==> src/rtl/uart_pkg.sv <==
// Shared UART constants: data width and the default FIFO geometry used by both
// the transmit and receive FIFOs.
package uart_pkg;

    localparam int UART_DATA_W     = 8;
    localparam int FIFO_DEPTH      = 16;
    localparam int FIFO_AW         = 4;
    localparam int FIFO_AFULL_LVL  = 12;

endpackage

==> src/rtl/uart_tx_fifo_if.sv <==
// Bus-side/transmitter-side signal bundle of the transmit FIFO; the master side
// pushes bytes and strobes pops, the slave side is the FIFO itself.
interface uart_tx_fifo_if #(
    parameter int AW = uart_pkg::FIFO_AW
) ();
    import uart_pkg::*;

    logic                   wr_en;
    logic [UART_DATA_W-1:0] wr_data;
    logic                   rd_n;
    logic [UART_DATA_W-1:0] rd_data;
    logic                   empty;
    logic                   full;
    logic                   afull;
    logic [AW:0]            level;
    logic                   overflow;
    logic                   overflow_clr;

    modport master (
        output wr_en, wr_data, rd_n, overflow_clr,
        input  rd_data, empty, full, afull, level, overflow
    );

    modport slave (
        input  wr_en, wr_data, rd_n, overflow_clr,
        output rd_data, empty, full, afull, level, overflow
    );

endinterface

==> src/rtl/uart_fifo_ram.sv <==
// DEPTH x 8 single-clock RAM with one write port and one registered read port.
// A same-address read and write returns the old contents (read before write).
module uart_fifo_ram
    import uart_pkg::*;
#(
    parameter int DEPTH = FIFO_DEPTH,
    parameter int AW    = FIFO_AW
) (
    input  logic                   clk,
    input  logic                   rst_n,
    input  logic                   we,
    input  logic [AW-1:0]          waddr,
    input  logic [UART_DATA_W-1:0] wdata,
    input  logic                   re,
    input  logic [AW-1:0]          raddr,
    output logic [UART_DATA_W-1:0] rdata
);

    logic [UART_DATA_W-1:0] mem [DEPTH];

    always_ff @(posedge clk) begin
        if (we) begin
            mem[waddr] <= wdata;
        end
    end

    // Only the output register is reset so the array still maps onto block RAM.
    always_ff @(posedge clk) begin
        if (!rst_n) begin
            rdata <= '0;
        end else if (re) begin
            rdata <= mem[raddr];
        end
    end

endmodule

==> src/rtl/uart_tx_fifo.sv <==
// Transmit byte FIFO: bus writes push, the transmitter pops with an active-low
// strobe; level, almost-full and sticky overflow feed the status register.
module uart_tx_fifo
    import uart_pkg::*;
#(
    parameter int DEPTH     = FIFO_DEPTH,
    parameter int AW        = FIFO_AW,
    parameter int AFULL_LVL = FIFO_AFULL_LVL
) (
    input  logic           CLK,
    input  logic           RESET_N,
    uart_tx_fifo_if.slave  bus
);

    localparam int LW = AW + 1;

    logic [AW-1:0] wr_ptr;
    logic [AW-1:0] rd_ptr;
    logic [LW-1:0] next_level;
    logic          pop_ok;
    logic          push_ok;
    logic          drop;

    // A pop frees a slot in the same cycle, so a push into a full FIFO is
    // still accepted when paired with a real pop; an empty FIFO never falls through.
    always_comb begin
        pop_ok     = 1'b0;
        push_ok    = 1'b0;
        drop       = 1'b0;
        next_level = bus.level;
        pop_ok     = !bus.rd_n && !bus.empty;
        push_ok    = bus.wr_en && (!bus.full || pop_ok);
        drop       = bus.wr_en && !push_ok;
        next_level = bus.level + LW'(push_ok) - LW'(pop_ok);
    end

    uart_fifo_ram #(
        .DEPTH (DEPTH),
        .AW    (AW)
    ) u_ram (
        .clk   (CLK),
        .rst_n (RESET_N),
        .we    (push_ok && RESET_N),
        .waddr (wr_ptr),
        .wdata (bus.wr_data),
        .re    (pop_ok && RESET_N),
        .raddr (rd_ptr),
        .rdata (bus.rd_data)
    );

    // Flags are computed from the next level so they always agree with level.
    always_ff @(posedge CLK) begin
        if (!RESET_N) begin
            wr_ptr       <= '0;
            rd_ptr       <= '0;
            bus.level    <= '0;
            bus.empty    <= 1'b1;
            bus.full     <= 1'b0;
            bus.afull    <= 1'b0;
            bus.overflow <= 1'b0;
        end else begin
            if (push_ok) begin
                wr_ptr <= wr_ptr + 1'b1;
            end
            if (pop_ok) begin
                rd_ptr <= rd_ptr + 1'b1;
            end
            bus.level <= next_level;
            bus.empty <= (next_level == '0);
            bus.full  <= (next_level == LW'(DEPTH));
            bus.afull <= (next_level >= LW'(AFULL_LVL));
            if (drop) begin
                bus.overflow <= 1'b1;
            end else if (bus.overflow_clr) begin
                bus.overflow <= 1'b0;
            end
        end
    end

endmodule

==> src/flat_wrapper.sv <==
// flat-port wrapper written by rule: the top's interface ports become plain ports
module uart_tx_fifo_flat import uart_pkg::*;
#(
    parameter int DEPTH     = FIFO_DEPTH,
    parameter int AW        = FIFO_AW,
    parameter int AFULL_LVL = FIFO_AFULL_LVL
)
  (CLK, RESET_N, bus_wr_en, bus_wr_data, bus_rd_n, bus_overflow_clr, bus_rd_data, bus_empty, bus_full, bus_afull, bus_level, bus_overflow);
  uart_tx_fifo_if #(.AW(AW)) bus_i ();
  input  logic CLK;
  input  logic RESET_N;
  input wire logic [$bits(bus_i.wr_en)-1:0] bus_wr_en;
  input wire logic [$bits(bus_i.wr_data)-1:0] bus_wr_data;
  input wire logic [$bits(bus_i.rd_n)-1:0] bus_rd_n;
  input wire logic [$bits(bus_i.overflow_clr)-1:0] bus_overflow_clr;
  output wire logic [$bits(bus_i.rd_data)-1:0] bus_rd_data;
  output wire logic [$bits(bus_i.empty)-1:0] bus_empty;
  output wire logic [$bits(bus_i.full)-1:0] bus_full;
  output wire logic [$bits(bus_i.afull)-1:0] bus_afull;
  output wire logic [$bits(bus_i.level)-1:0] bus_level;
  output wire logic [$bits(bus_i.overflow)-1:0] bus_overflow;
  assign bus_i.wr_en = bus_wr_en;
  assign bus_i.wr_data = bus_wr_data;
  assign bus_i.rd_n = bus_rd_n;
  assign bus_i.overflow_clr = bus_overflow_clr;
  assign bus_rd_data = bus_i.rd_data;
  assign bus_empty = bus_i.empty;
  assign bus_full = bus_i.full;
  assign bus_afull = bus_i.afull;
  assign bus_level = bus_i.level;
  assign bus_overflow = bus_i.overflow;
  uart_tx_fifo #(.DEPTH(DEPTH), .AW(AW), .AFULL_LVL(AFULL_LVL)) u_core (.CLK(CLK), .RESET_N(RESET_N), .bus(bus_i));
endmodule
==> config.mk <==
export PLATFORM = sky130hd
export DESIGN_NAME = uart_tx_fifo_flat
export DESIGN_NICKNAME = d
export VERILOG_FILES = /design/src/rtl/uart_pkg.sv /design/src/rtl/uart_tx_fifo_if.sv /design/src/rtl/uart_fifo_ram.sv /design/src/rtl/uart_tx_fifo.sv /design/src/flat_wrapper.sv
export SDC_FILE = /design/constraint.sdc
export NUM_CORES = 1
export LEC_CHECK = 0
export CELL_PAD_IN_SITES_DETAIL_PLACEMENT = 0
export CELL_PAD_IN_SITES_GLOBAL_PLACEMENT = 1
export CORE_ASPECT_RATIO = 1.5
export CORE_MARGIN = 2
export CORE_UTILIZATION = 46
export DETAILED_ROUTE_END_ITERATION = 10
export PLACE_DENSITY = 0.71
export RECOVER_POWER = 100
export SLEW_MARGIN = 20
export SYNTH_ARGS = -nofsm -noshare
export SYNTH_HDL_FRONTEND = slang
export SYNTH_SLANG_ARGS = --single-unit
==> constraint.sdc <==
create_clock -name CLK -period 2.8 [get_ports CLK]
set_clock_uncertainty 0.15 [all_clocks]
set_input_delay 0.28 -clock CLK [delete_from_list [all_inputs] [get_ports CLK]]
set_output_delay 0.28 -clock CLK [all_outputs]
set_load 0.05 [all_outputs]
# After elaboration in Yosys (flattened, before gate mapping)
# Memory sizes are Yosys's and may differ from the RTL's. A register that Yosys moved wholly into a read port is not among the register bits.
# Cells that the tools add are included.
[word_totals]
inputBits = 13
reg_bits = 17
ram_bits = 128
n_memories = 1
[mem_list]
columns = ["name", "depth", "word_bits", "rd", "rd_clocked_by_memory_dff", "write_ports", "line_no", "source"]
rows = [
  ["u_core.u_ram.mem", 16, 8, 1, 1, 1, "uart_fifo_ram.sv:19", "logic [UART_DATA_W-1:0] mem [DEPTH];"],
]
[op_classes]
n_lt_le_gt_ge = 1
eq_ne = 1
mux = 4
n_reduce_logical = 13
n_addsub = 4
[ops]
columns = ["cell", "count"]
rows = [
  ["adder 4 x 1 -> 4 bit, second input constant", 2],
  ["adder 5 x 1 -> 5 bit", 1],
  ["== test 5 bit, second input constant", 1],
  [">= comparator 5 x 4 -> 1 bit, second input constant", 1],
  ["logical AND 1 bit", 5],
  ["zero test 1 bit", 5],
  ["zero test 5 bit", 1],
  ["subtractor 5 x 1 -> 5 bit", 1],
  ["2-to-1 mux 1 bit", 4],
  ["nonzero test 2 bit", 1],
  ["logical OR 1 bit", 1],
]

# Logic depth before layout (Yosys ltp)
# Gate-level depths: netlist (run 1).
[depth]
depth_word = 7
ltp_mapped = 10
mapped_depth_nobuf = 10

# Cells and area by module
# From an unflattened synthesis (run 1), not the netlist that was laid out.
[unflattened]
cells_unflattened = 402
hier_area_um2 = 6169.7
[by_module_without_submodules]
columns = ["mod", "area_each_um2", "instances", "cells_per_inst"]
rows = [
  ["uart_fifo_ram", 5351.4, 1, 318],
  ["uart_tx_fifo", 818.3, 1, 84],
]

# Worst setup path after synthesis (run 1)
# Ideal clock, no wire load.
[synth_path]
path_type = "register -> register"
start = "reg u_core.bus.empty"
end = "reg u_core.bus.full"
path_stages_with_launch = 10
n_path_buf = 0
path_slack_ns = -0.167
period_less_slack_ns = 2.967
arrival_ns = 2.713
cell_sequence = "dfxtp_1 nor2_1 ha_1 inv_1 ha_1 inv_1 fa_1 xnor2_1 or3b_1 a2111oi_2"
[synth_between]
elab_chain_cells = 7
[synth_rtl]
columns = ["element", "line_no", "source"]
rows = [
  ["start: declaration", "uart_tx_fifo_if.sv:26", "output rd_data, empty, full, afull, level, overflow"],
  ["start signal: assignment", "uart_tx_fifo.sv:69", "bus.empty <= (next_level == '0);"],
  ["zero test 1 bit *", "uart_tx_fifo.sv:31", "pop_ok = !bus.rd_n && !bus.empty;"],
  ["logical AND 1 bit *", "uart_tx_fifo.sv:31", ""],
  ["named net u_core.pop_ok", "uart_tx_fifo.sv:20", "logic pop_ok;"],
  ["logical OR 1 bit", "uart_tx_fifo.sv:32", "push_ok = bus.wr_en && (!bus.full || pop_ok);"],
  ["logical AND 1 bit", "uart_tx_fifo.sv:32", ""],
  ["adder 5 x 1 -> 5 bit", "uart_tx_fifo.sv:34", "next_level = bus.level + LW'(push_ok) - LW'(pop_ok);"],
  ["subtractor 5 x 1 -> 5 bit *", "uart_tx_fifo.sv:34", ""],
  ["== test 5 bit *", "uart_tx_fifo.sv:70", "bus.full <= (next_level == LW'(DEPTH));"],
  ["end signal: assignment", "uart_tx_fifo.sv:70", ""],
  ["end: declaration", "uart_tx_fifo_if.sv:26", ""],
]
# Mark *: on every way through the listed nets, which the timed path passes. The rest lies on a longest branch.
# A chain may end at the register's enable or synchronous reset.

# Worst setup path after layout (run 1)
# Ends and elaborated chain as after synthesis.

==> results of run 1 <==
-- per-stage QoR --
stage	total power, mW	instance area, sq um	hold slack (ns)
floorplan	3.60	6130	0.229
CTS	6.51	7400	0.323
finish	6.41	7330	0.320
global placement	3.99	6750	0.306
global route	6.68	7330	0.348
detailed placement	4.01	6750	0.313
-- power by group through the flow --
stage                     registers [mW]  clock network (mW)  logic [mW]
after floorplan                     2.90                   0       0.701
after global placement              2.70                   0        1.30
after detailed placement            2.70                   0        1.32
after CTS                           2.65                2.54        1.32
after global routing                2.66                2.65        1.38
final                               2.64                2.49        1.27
-- kinds of logic after synthesis --
| kind of cell | after synthesis | synth area share |
|---|---|---|
| compound gates | 47 | 0.0546 |
| xor+xnor | 10 | 0.0143 |
| fa+ha+maj | 11 | 0.0237 |
| buf+inv | 27 | 0.0231 |
| flops | 153 | 0.709 |
| mux | 55 | 0.123 |
| simple gates | 63 | 0.0517 |
-- worst max-delay path: stages, from the launching register on --
cell and delay (ns):
dfxtp_2 0.35, nor2_1 0.17, ha_1 0.25, inv_1 0.05
ha_1 0.16, inv_1 0.05, fa_1 0.43, xnor2_1 0.17
or3b_1 0.37, a2111oi_2 0.32
-- state kept, by name, indices dropped and copies added, names as in the netlist --
signal,count
u_core.bus.full,1
u_core.bus.level,5
u_core.u_ram.rdata,8
u_core.u_ram.mem,128
u_core.wr_ptr,4
u_core.bus.afull,1
u_core.rd_ptr,4
u_core.bus.overflow,1
u_core.bus.empty,1
-- Yosys cell counts, drive strengths merged, types with 2 or more instances --
master   count
inv         12
a32oi        7
o21ai       10
a2111oi      2
nand2b       3
or3          2
nand3        4
mux2i       36
mux2         3
nand3b       2
xnor2        4
edfxtp     128
nor2b        3
nor2        29
mux4        16
a21oi        7
and3         3
buf         11
a22oi       13
dfxtp       25
ha          10
nand2        9
and2         3
xor2         6
clkbuf       4
-- worst min path at each step --
stage,to,from,slack [ns],cells past startpoint
after CTS,u_core.bus.overflow$_SDFFE_PN0P_,u_core.bus.overflow$_SDFFE_PN0P_,0.32,2
final,u_core.bus.overflow$_SDFFE_PN0P_,u_core.bus.overflow$_SDFFE_PN0P_,0.32,2
after global placement,u_core.bus.overflow$_SDFFE_PN0P_,u_core.bus.overflow$_SDFFE_PN0P_,0.31,2
after global routing,u_core.bus.overflow$_SDFFE_PN0P_,bus_overflow_clr,0.35,3
after floorplan,u_core.u_ram.mem[0][0]$_DFFE_PP_,bus_wr_data[0],0.23,0
after detailed placement,u_core.bus.overflow$_SDFFE_PN0P_,u_core.bus.overflow$_SDFFE_PN0P_,0.31,2
-- per-layer routing --
| metal | up-vias | part of all wire | global-route usage |
|---|---|---|---|
| li1 | 1542 | - | - |
| met1 | 1681 | 0.41 | 0.209 |
| met2 | 56 | 0.54 | 0.323 |
| met3 | 14 | 0.034 | 0.0491 |
| met4 | 0 | 0.016 | 0.0548 |
| met5 | - | 0 | 0 |
-- layout make-up --
cell class              count  share of cell area
clock inverters            13              0.0295
well taps                 159              0.0271
multi-input cells         186               0.223
flip-flops and latches    153               0.593
inverters                  12             0.00615
clock buffers              19              0.0604
repair buffers             59              0.0601
==> results.yml, run 1 <==
pwr:
  power_density_mw_per_mm2: 874
  power.switching_fraction: 0.265
  power.sequential.fraction: 0.413
  total_leakage_power_nw: 2.41
  netSwitchingPower_mw: 1.70
  cellInternalPower_mw: 4.71
  maximum_ir_drop_on_the_vdd_rail_v: 0.000689
  clockPowerShare: 0.389
  share_of_total_power_in_combinational_logic: 0.198
clock_network:
  clk_slew_on_worst_s_h_paths_ns: 0.06
  post-cts-setup-buffer-count: 0
  ctsHoldBuffers: 0
  cts-root-buf: "clkbuf_16"
  clk_lat_worst_skew_ns: 0.41
  cts_repair_resize_count: 0
  htree_levels: 4
  cts-buffers-inserted: 17
  cts.path.max_buffers: 2
  clock_tree_from_tritoncts: "built"
  tritoncts_num_sinks: 153
sta:
  fin_tns_setup_ns: 0
  finalHoldViolCount: 0
  grt_setup_unrepaired: "false"
  period_minus_slack_ns: 2.58
  finalCritPeriodShare: 0.921
  worst_slew_margin_rel: 0.493
  finalWorstSetupSlack_ns: 0.222
  worst-slew-pin-transition_ns: 0.759
  setup_violations_final: 0
  final-max-slew-violation-count: 0
  max_clock_freq_mhz: 388
finish:
  filler_cell_count: 1064
  utilization: 0.563
  layout_commonest_cell: "edfxtp_1"
  drive_above_1_share: 0.147
  num_antenna_cells: 0
  num-nets-final: 453
  final-instance-count-excl-fill: 601
  layout.area.seq_sq_mm: 0.00435
  multiInputGateArea_sq_mm: 0.00164
  final_cell_mix: "edfxtp_1, mux2i_1, nor2_1"
  area.growth.synth_to_final_pct: 19.7
floorplanning:
  initial_core_util: 0.470
  core_area_sq_mm: 0.0130
  top_level_ports: 30
  fp-row-count: 51
  dieWidth_um: 98.2
  die-height_um: 145
  floorplan.die_area_sq_mm: 0.0143
routing:
  route.detailed.drc: 0
  vias: 3293
  drt_iter0_markers: 214
  drt-wirelength-per-cell_um: 20.3
  antenna_viol_nets_final: 0
  drtPass1Iterations: 4
  vias_per_cell: 5.48
  postRouteWirelength_um: 12200
grt:
  antenna_found_initial: 0
  grt_start_max_net_pins: 27
  grt_pass1_wl_um: 19000
  grt_remaining_overflow: 0
  first_global_vias: 3352
  track_usage: 0.180
setup_path:
  r2r_setup_slack_ns: 0.22
  crit-reg2reg-capture: "u_core.bus.full$_SDFF_PN0_"
  worst_r2r_startpoint: "u_core.bus.empty$_SDFF_PN1_"
  critical_path.max_fanout: 6
  critPathLaunch: "u_core.bus.empty$_SDFF_PN1_"
  setup.worst_path.class: "register to register"
  count_of_cells_along_the_worst_register_to_register_path: 9
  start_kind: "register"
  worstSetupEndpointType: "register"
  crit_path_end: "u_core.bus.full$_SDFF_PN0_"
  worst_ep_required_time_ns: 2.96
  cp.arrival_ns: 2.73
placement:
  dp.cells: 569
  dp_hpwl_um: 8120
  io_buffers: 29
  place_congestion: 0.773
  place_ws_ns: -0.173
yosys:
  synth-seq-cells: 153
  netlist_area_sq_mm: 0.00612
  yosys_warnings: 0
  synthDominantCellAreaShare: 0.628
  yosys-top-cells-area: "edfxtp_1, dfxtp_1, mux2i_1, mux4_2, ha_1"
  synth_top_area_cell: "edfxtp_1"
  synth-edff-count: 128
  synth.yosys.seq_area_share: 0.709
  cell_count_after_synthesis: 366
  ys_dominant_reg_cell: "edfxtp_1"
  syn_nets: 390
  synthesis.area_per_instance_sq_um: 16.7
  async_set_or_reset_register_ratio_after_synthesis: 0
  synth.distinct_cells: 46
min_path:
  hold_class: "register to register"
job:
  cap_violations: 0
run_status:
  status: "complete, no violations"
Note: power is estimated with default switching activity, not from simulation.
==> run 2: changes to the inputs <==
Settings changed: HOLD_SLACK_MARGIN set to 0.02, RECOVER_POWER 100 to 25.
==> results.yml, run 2 (synthesis gave the netlist of run 1 again) <==
floorplanning:
  initial_core_util: 0.470
  top_level_ports: 30
  die-height_um: 145
  fp-row-count: 51
  core_area_sq_mm: 0.0130
  floorplan.die_area_sq_mm: 0.0143
  dieWidth_um: 98.2
finish:
  area.growth.synth_to_final_pct: 20.9
  reg.largest.list: "u_core.u_ram.mem x128, u_core.u_ram.rdata x8, u_core.bus.level x5"
  registers.top_by_ff_count: "u_core.u_ram.mem"
  number_of_flip_flops_under_the_largest_register_name: 128
  utilization: 0.569
  final-instance-count-excl-fill: 601
  final_cell_mix: "edfxtp_1, mux2i_1, buf_4"
  num_antenna_cells: 0
  layout_commonest_cell: "edfxtp_1"
  final_area_sq_mm: 0.00740
  drive_above_1_share: 0.192
  num-nets-final: 453
clock_network:
  tritoncts_num_sinks: 153
  cts_repair_resize_count: 0
  post-cts-setup-buffer-count: 0
  clock_tree_from_tritoncts: "built"
  cts.path.max_buffers: 2
  cts-buffers-inserted: 17
  cts-root-buf: "clkbuf_16"
  htree_levels: 4
  ctsHoldBuffers: 0
  clk_slew_on_worst_s_h_paths_ns: 0.06
  clk_lat_worst_skew_ns: 0.42
routing:
  drt_iter0_markers: 240
  vias: 3285
  antenna_viol_nets_final: 0
  drt-wirelength-per-cell_um: 20.3
  vias_per_cell: 5.47
  drtPass1Iterations: 4
  route.detailed.drc: 0
  postRouteWirelength_um: 12200
pwr:
  power_density_mw_per_mm2: 871
  clockPowerShare: 0.387
  post-layout-total-power_mw: 6.45
  total_leakage_power_nw: 2.45
  cellInternalPower_mw: 4.74
  share_of_total_power_in_combinational_logic: 0.203
  maximum_ir_drop_on_the_vdd_rail_v: 0.000705
  power.sequential.fraction: 0.410
  power.switching_fraction: 0.265
  netSwitchingPower_mw: 1.71
sta:
  final-max-slew-violation-count: 0
  worst-slew-pin-transition_ns: 0.778
  setup_violations_final: 0
  finalHoldWorstSlack_ns: 0.323
  finalCritPeriodShare: 0.924
  finalHoldViolCount: 0
  period_minus_slack_ns: 2.59
  worst_slew_margin_rel: 0.480
  max_clock_freq_mhz: 386
  grt_setup_unrepaired: "false"
placement:
  placedInstanceArea_sq_mm: 0.00675
  dp_hpwl_um: 8120
  io_buffers: 29
  place_congestion: 0.773
  dp.cells: 569
grt:
  antenna_found_initial: 0
  track_usage: 0.180
  grt_pass1_wl_um: 19000
  grt_start_max_net_pins: 27
  grt_remaining_overflow: 0
  first_global_vias: 3352
min_path:
  hold_class: "register to register"
setup_path:
  count_of_cells_along_the_worst_register_to_register_path: 9
  critical_path.cell_chain: "nor2_1, ha_1, inv_1, ha_1, inv_1, fa_1, xnor2_1, or3b_1, a2111oi_2"
  worst_r2r_startpoint: "u_core.bus.empty$_SDFF_PN1_"
  r2r_setup_slack_ns: 0.21
  critPathLaunch: "u_core.bus.empty$_SDFF_PN1_"
  start_kind: "register"
  timing.critical_path.depth: 9
  delay_of_the_slowest_cell_on_the_worst_path_ns: 0.43
  worstSetupEndpointType: "register"
  worst_ep_required_time_ns: 2.96
  critPathSlowestCell: "fa_1"
  timing.critical_path.max_delay_family: "adder cells"
  crit-reg2reg-capture: "u_core.bus.full$_SDFF_PN0_"
  crit_path_end: "u_core.bus.full$_SDFF_PN0_"
  worst_path_buf_inv: 2
  cp.arrival_ns: 2.75
  critical_path.max_fanout: 6
  setup.worst_path.class: "register to register"
run_status:
  status: "complete, no violations"
job:
  cap_violations: 0
run 2: changes by cell type in the layout (fill, tap and decap cells not counted):
| cell | before | now |
|---|---|---|
| dlygate4sd3_1 | 26 | 5 |
| o21ai_1 | 1 | 8 |
| clkbuf_4 | 2 | 0 |
| buf_4 | 8 | 30 |
| o21ai_0 | 9 | 2 |
| clkbuf_1 | 21 | 1 |
| clkdlybuf4s50_1 | 3 | 24 |
| and2_0 | 2 | 0 |
| and2_1 | 1 | 3 |
run 2: cell type report:
| class | count | area (sq um) |
|---|---|---|
| Clock inverter | 13 | 216 |
| Clock buffer | 19 | 443 |
| Multi-Input combinational cell | 186 | 1640 |
| Timing Repair Buffer | 59 | 515 |
| Inverter | 12 | 45.0 |
| Sequential cell | 153 | 4350 |
| Fill cell | 1045 | 5610 |
| Tap cell | 159 | 199 |
run 2: how the worst min path moves through the flow:
stage                                                   to  slack (ns)  cells past startpoint                        startpoint
after detailed placement  u_core.bus.overflow$_SDFFE_PN0P_        0.31                      2  u_core.bus.overflow$_SDFFE_PN0P_
after CTS                 u_core.bus.overflow$_SDFFE_PN0P_        0.32                      2  u_core.bus.overflow$_SDFFE_PN0P_
after floorplan           u_core.u_ram.mem[0][0]$_DFFE_PP_        0.23                      0                    bus_wr_data[0]
after global routing      u_core.bus.overflow$_SDFFE_PN0P_        0.35                      3                  bus_overflow_clr
final                     u_core.bus.overflow$_SDFFE_PN0P_        0.32                      2  u_core.bus.overflow$_SDFFE_PN0P_
after global placement    u_core.bus.overflow$_SDFFE_PN0P_        0.31                      2  u_core.bus.overflow$_SDFFE_PN0P_
run 2: metrics by stage:
step | TNS, ns | worst slack (ns)
floorplan | 0 | 0.00589
global placement | -0.125 | -0.125
detailed placement | -0.173 | -0.173
CTS | 0 | 0.187
global route | 0 | 0.0150
finish | 0 | 0.212
run 2: power by group through the flow:
stage	clock network, mW	registers (mW)	logic (mW)
floorplan	0	2.90	0.701
global placement	0	2.70	1.30
detailed placement	0	2.70	1.32
CTS	2.54	2.65	1.32
global route	2.65	2.66	1.42
finish	2.50	2.65	1.31
run 2: layer usage:
layer,vias to the layer above,global-route usage,routed length [um]
met3,12,0.0491,391
met4,0,0.0548,212
li1,1542,-,-
met5,-,0,0
met1,1668,0.209,4970
met2,63,0.323,6630
run 2: worst register-to-register path, cell delays in order, from the launching register on:
cell and delay, ns:
dfxtp_2 0.35, nor2_1 0.17, ha_1 0.25, inv_1 0.05
ha_1 0.16, inv_1 0.05, fa_1 0.43, xnor2_1 0.17
or3b_1 0.37, a2111oi_2 0.32
==> run 3: changes to the inputs <==
Settings changed: TNS_END_PERCENT set to 100.
==> results of run 3 <==
No change in the layout: final DEF, timing and power equal those of run 2.
